===== src/rtl/credit_fifo_rx.sv =====
// Receiver side of a credit-based link: DEPTH-entry FIFO with a valid/ready drain
// and one registered credit pulse returned per popped word.
module credit_fifo_rx #(
   parameter int DATA_W = 8,
   parameter int DEPTH  = 4,
   parameter int PTR_W  = $clog2(DEPTH),
   parameter int CNT_W  = $clog2(DEPTH) + 1
) (
   input  logic              clk,
   input  logic              rst_n,
   input  logic              i_vld,
   input  logic [DATA_W-1:0] i_data,
   output logic              o_vld,
   output logic [DATA_W-1:0] o_data,
   input  logic              i_ready,
   output logic              o_credit,
   output logic [CNT_W-1:0]  o_count,
   output logic              o_ovf
);

   logic [DATA_W-1:0] mem [DEPTH];
   logic [PTR_W-1:0]  wr_ptr;
   logic [PTR_W-1:0]  rd_ptr;
   logic [CNT_W-1:0]  count;
   logic              full;
   logic              pop;
   logic              wr_en;

   assign full  = (count == CNT_W'(DEPTH));
   assign o_vld = (count != '0);
   assign pop   = o_vld & i_ready;
   // When full, a push only lands if the head is leaving in the same cycle.
   assign wr_en = i_vld & (~full | pop);

   assign o_data  = mem[rd_ptr];
   assign o_count = count;

   always_ff @(posedge clk) begin
      if (wr_en) begin
         mem[wr_ptr] <= i_data;
      end
   end

   always_ff @(posedge clk or negedge rst_n) begin
      if (!rst_n) begin
         wr_ptr   <= '0;
         rd_ptr   <= '0;
         count    <= '0;
         o_credit <= 1'b0;
         o_ovf    <= 1'b0;
      end else begin
         o_credit <= pop;
         if (wr_en) begin
            wr_ptr <= wr_ptr + PTR_W'(1);
         end
         if (pop) begin
            rd_ptr <= rd_ptr + PTR_W'(1);
         end
         if (wr_en && !pop) begin
            count <= count + CNT_W'(1);
         end else if (pop && !wr_en) begin
            count <= count - CNT_W'(1);
         end
         if (i_vld && full && !pop) begin
            o_ovf <= 1'b1;
         end
      end
   end

endmodule


===== config.mk =====
export PLATFORM = sky130hd
export DESIGN_NAME = credit_fifo_rx
export DESIGN_NICKNAME = d
export VERILOG_FILES = /design/src/rtl/credit_fifo_rx.sv
export SDC_FILE = /design/constraint.sdc
export NUM_CORES = 1
export LEC_CHECK = 0
export BUFFER_PORTS_ARGS = -buffer_cell sky130_fd_sc_hd__buf_2
export CAP_MARGIN = 20
export CORE_ASPECT_RATIO = 0.6
export CORE_UTILIZATION = 54
export CTS_CLUSTER_DIAMETER = 40
export DETAILED_ROUTE_END_ITERATION = 8
export PLACE_DENSITY = 0.77
export REMOVE_ABC_BUFFERS = 1
export SLEW_MARGIN = 20
export SYNTH_ARGS = -nofsm -noshare
export SYNTH_HDL_FRONTEND = slang
export SYNTH_SLANG_ARGS = --single-unit

===== constraint.sdc =====
create_clock -name clk -period 2.3 [get_ports clk]
set_input_delay 0.23 -clock clk [delete_from_list [all_inputs] [get_ports clk]]
set_output_delay 0.23 -clock clk [all_outputs]
set_load 0.02 [all_outputs]

After elaboration in Yosys (flattened, before gate mapping):

Memories as Yosys holds them, arrays and structs flattened.
Index checks and enable logic that the tools add are counted.

* bits in registers: 9
* latch bits: 0
* RAM bits: 32
* ROM bits: 0
* input bits: 12
* output and inout port bits: 14
* word-level logic and storage cells: 27
* memories kept: 1

Memory list
* mem: words 4, bits a word 8, read ports 1, clocked after Yosys merged registers in 0, write ports 1, line 21 `logic [DATA_W-1:0] mem [DEPTH];`

* add/subtract/negate cells: 4
* multipliers: 0
* divide/modulo/power cells: 0
* $lt $le $gt $ge: 0
* equal/unequal tests: 1
* shifts and indexed selects: 0
* multiplexer cells: 4
* bitwise logic cells: 4
* reductions and logical operators: 8

Operators by type and width (number)
* 2-to-1 mux 3 bit: 2
* adder 2 x 1 -> 2 bit (second input constant): 2
* logical AND 1 bit: 4
* adder 3 x 1 -> 3 bit (second input constant): 1
* equality test 3 bit (second input constant): 1
* nonzero test 3 bit: 1
* subtractor 3 x 1 -> 3 bit (second input constant): 1
* bitwise AND 1 bit: 2
* logical NOT 1 bit: 2
* 2-to-1 mux 1 bit: 2
* nonzero test 2 bit: 1
* NOT 1 bit: 1
* bitwise OR 1 bit: 1

Depth between registers and ports, before layout:

* depth after elaboration: 8
* gate-level depth with buffers: 9
* mapped depth without buffers: 8

Worst setup path after synthesis:

Ideal clock, no wire load.

* path type: reg-to-reg
* from: register count[1] (netlist: o_count[1])
* to: register count[1] (netlist: o_count[1])
* library setup time: 125 ps
* arrival time: 1937 ps
* data required time: 2175 ps
* slack: 238 ps
* stages on the path, launching flop included: 8
* buffers on the path: 1
* period minus slack after synthesis: 2062 ps
* cell sequence: dfrtp_1 -> nor4b_4 -> nor2b_1 -> buf_6 -> ha_1 -> inv_1 -> fa_1 -> mux2_2

* word-level cells in the longest chain between the ends: 7
* elaborated cells on any way between the ends: 15
* those cells by class: add/sub (2); eq/ne (1); mux (2); bitwise (4); reduce/logical (6)

Ends and longest elaborated chain
* from (decl): line 24 `logic [CNT_W-1:0] count;`
* from (signal assigned): line 60 `count <= count + CNT_W'(1);`
* from (signal assigned): line 62 `count <= count - CNT_W'(1);`
* nonzero test 3 bit / equality test 3 bit (equally long branches): line 30, 29
* bitwise AND 1 bit / NOT 1 bit (equally long branches): line 31, 33
* bitwise OR 1 bit *: line 33 `assign wr_en = i_vld & (~full | pop);`
* bitwise AND 1 bit *: line 33
* via wr_en: line 27 `logic wr_en;`
* logical NOT 1 bit: line 61 `end else if (pop && !wr_en) begin`
* logical AND 1 bit: line 61
* nonzero test 2 bit (no source line)

Mark *: on every way through the listed nets, which the timed path passes. The rest lies on a longest branch. The select of a mux whose other input is x is not followed.
A chain may end at the register's enable or synchronous reset.

Final worst setup path:

* from: register count[1] (netlist: o_count[1])
* to: register count[1] (netlist: o_count[1])

* word-level cells in the longest chain between the ends: 7
* elaborated cells on any way between the ends: 15
* those cells by class: add/sub (2); eq/ne (1); mux (2); bitwise (4); reduce/logical (6)

Ends and longest elaborated chain (line)
* nonzero test 3 bit / equality test 3 bit (equally long branches): 30, 29
* bitwise AND 1 bit / NOT 1 bit (equally long branches): 31, 33
* bitwise OR 1 bit: 33
* bitwise AND 1 bit: 33
* logical NOT 1 bit: 61
* logical AND 1 bit: 61
* nonzero test 2 bit (no source line)

Parallel ways exist; a longest one is shown, timed or not. The select of a mux whose other input is x is not followed.

==> impl_results.md <==
- XOR/XNOR Fraction of Synth Area: 0.0319
- Gate Count Post-Synth: 81
- Aggregate global-route resource usage: 0.183
- Drt drc: 0
- Clock transition at path regs: 0.08 ns
- CTS tree: done
- Floorplan row count: 15
- 1st-iter DRT viols: 60
- Per-cell routed wire length: 16.5 microns
- Seq/Total Area, Yosys: 0.720
- R2R Path End: o_count[1]
- Area of the mapped netlist: 0.00165 sq mm
- GRT overflow: 0
- Critical path arrival: 2.21 ns
- Critical path startpoint category: register
- Root cell of the clock tree: clkbuf_8
- RSZ-0062 raised after global routing: false
- Cts bufs inserted: 5
- Synth Warn #: 0
- Number of global-route vias before repair: 816
- Fin Clk Skew: 0.00316 ns
- Placer Congestion: 0.723
- R2R Setup Slk: 0.27 ns
- Nets: 129
- Core Region: 0.00289 sq mm
- Post-route setup TNS: 0 ns
- Status: completed
- Critical Path Start: o_count[1]
- Simple-Gate Fraction of Synth Area: 0.0418
- IO buf count: 25
- Path depth of the worst reg2reg path: 6
- CP Data Required Time: 2.48 ns
- Unique masters post-synth: 21
- Die height: 44.8 microns
- Slew margin rel.: 0.619
- Starting Density: 0.570
- Setup violators final: 0
- Worst R2R Start: o_count[1]
- CTS max path bufs: 2
- CP endpoint: o_count[1]
- Mean Syn Cell Area: 20.3 sq um
- I/O pin count: 26
- Hold crit path type: input pin to register
- Largest family of logic cells by synthesized area: multiplexers
- Final hold violation count: 0
- Setup ws final: 0.271 ns
- H-tree depth: 2
- Skew-Pair Late Insertion Delay: 0.29 ns
- Worst-Margin Slew: 0.571 ns
- Die X: 73.3 microns
- DP HPWL: 1.69 mm
- Final WL: 2.54 mm
- DR top layer: met4
- Mux contribution to synthesized area: 0.125
- Antenna Nets Post-Route: 0
- Fin crit share: 0.882
- Critical path capture point type: register
- Antenna violations before repair: 0
- P_leak: 0.749 nW
- Num Clock Sinks: 41
- Place WS: 0.164 ns
- PwrDens: 1370 mW/mm^2
- Via count: 776
- Pin count of the biggest net entering global routing: 14
- Die area: 0.00328 sq mm
- Compound-Gate Fraction of Synth Area: 0.00987
- Met2 routed WL: 1.24 mm
- Synth Area in Adders: 0.0501
- Metal3 WL: 94 microns
- Post-Route M1 WL: 1.16 mm
- Vias per std cell: 5.04
- N_diodes: 0
- Drt first pass iters: 3
- Max-Cap Viols: 0
- Final Critical Period: 2.03 ns
- Highest clock rate: 493 MHz
- Worst Hold Depth: 1
- Setup CP Type: register to register
- First-pass GRT wire length: 3.95 mm
- Share of cells above drive strength 1: 0.402
- Pwr Total: 2.68 mW
- Placed cell area: 0.00181 sq mm
- Crit Path Max Fanout: 7
- Register bit total from synthesis: 41
- Area Overhead vs Synth: 18.5%
- Final Cell Area: 0.00195 sq mm
- Pins Over Slew Limit: 0
- VDD IR-drop max: 0.760 mV
[cell usage after synthesis (all sizes together)]
| master | n | share of area |
|---|---|---|
| ha | 5 | 0.038 |
| mux4 | 8 | 0.11 |
| mux2 | 2 | 0.016 |
| a21o | 1 | 0.0046 |
| nor2b | 1 | 0.0038 |
| nand2 | 1 | 0.0023 |
| and2 | 4 | 0.015 |
| nor4b | 1 | 0.014 |
| nor2 | 1 | 0.0023 |
| xor2 | 3 | 0.016 |
| dfrtp | 9 | 0.14 |
| or3 | 1 | 0.0038 |
| inv | 4 | 0.0091 |
| buf | 3 | 0.012 |
| o31a | 1 | 0.0053 |
| edfxtp | 32 | 0.58 |
| xnor2 | 3 | 0.016 |
| fa | 1 | 0.012 |
[metrics by stage]
| step | hold WS (ns) | util | std cells |
|---|---|---|---|
| after floorplan | -0.0656 | - | 78 |
| after global placement | 0.0876 | 0.625 | 145 |
| after detailed placement | 0.0925 | 0.625 | 145 |
| after CTS | 0.145 | 0.674 | 154 |
| after global routing | 0.141 | 0.675 | 154 |
| final | 0.152 | 0.675 | 154 |
[power by group]
part           internal (mW)  leakage (nW)  total (mW)  switching (mW)
combinational          0.393         0.283       0.824           0.432
sequential              1.00         0.397        1.17           0.173
clock                  0.431        0.0681       0.678           0.247
total                   1.83         0.749        2.68           0.852
[worst max-delay path, cell delays in order (launching register included)]
cell and delay [ns]:
dfrtp_1 0.47, nor4b_4 0.34, nor2b_2 0.13, ha_1 0.23
inv_1 0.07, fa_1 0.41, mux2_2 0.27
[placed cells by master (no fill, tap or decap), types with 2 or more instances in the layout]
master     count
bufinv_16      2
ha_1           5
inv_1          4
buf_2         25
dfrtp_1        9
mux4_2         8
edfxtp_1      32
xor2_1         3
xnor2_1        3
clkbuf_8       5
and2_1         4
[sequential cells by signal, indices dropped and copies added, names as in the netlist]
name / count
mem: 32
o_count: 3
rd_ptr: 2
wr_ptr: 2
o_credit: 1
o_ovf: 1
[how the worst min path moves through the flow]
| stage | start | to |
|---|---|---|
| 2_1_floorplan | rst_n | o_count[0] |
| 3_3_place_gp | rst_n | o_count[1] |
| 3_5_place_dp | rst_n | o_ovf |
| 4_1_cts | i_data[5] | mem[3][5] |
| 5_1_grt | i_data[6] | mem[0][6] |
| 6_report | i_data[6] | mem[1][6] |
[cells by family after synthesis]
logic type,count (synthesis)
simple gates,9
mux,10
flops,41
compound gates,2
buf+inv,7
xor+xnor,6
fa+ha+maj,6
[repair_timing]
item / in CTS / in global routing
setup buffers: 0 / 0
hold buffers: 1 / 0
resized for setup: 0 / 1
endpoints found under the setup margin: 0 / 2
hold endpoints to repair: 9 / 0
[final cells by class]
class / count / area [sq um]
inverter: 4 / 15.0
tap: 42 / 52.6
clock buffer: 5 / 68.8
timing repair buffer: 26 / 135
fill: 198 / 938
clock inverter: 3 / 65.1
sequential: 41 / 1190
multi-input combinational: 33 / 429
[per-layer routing]
layer,up-vias,global-route usage
li1,362,-
met1,392,0.240
met5,-,0
met2,17,0.276
met3,5,0.0558
met4,0,0.115
Power figures use the tool's default switching activity.
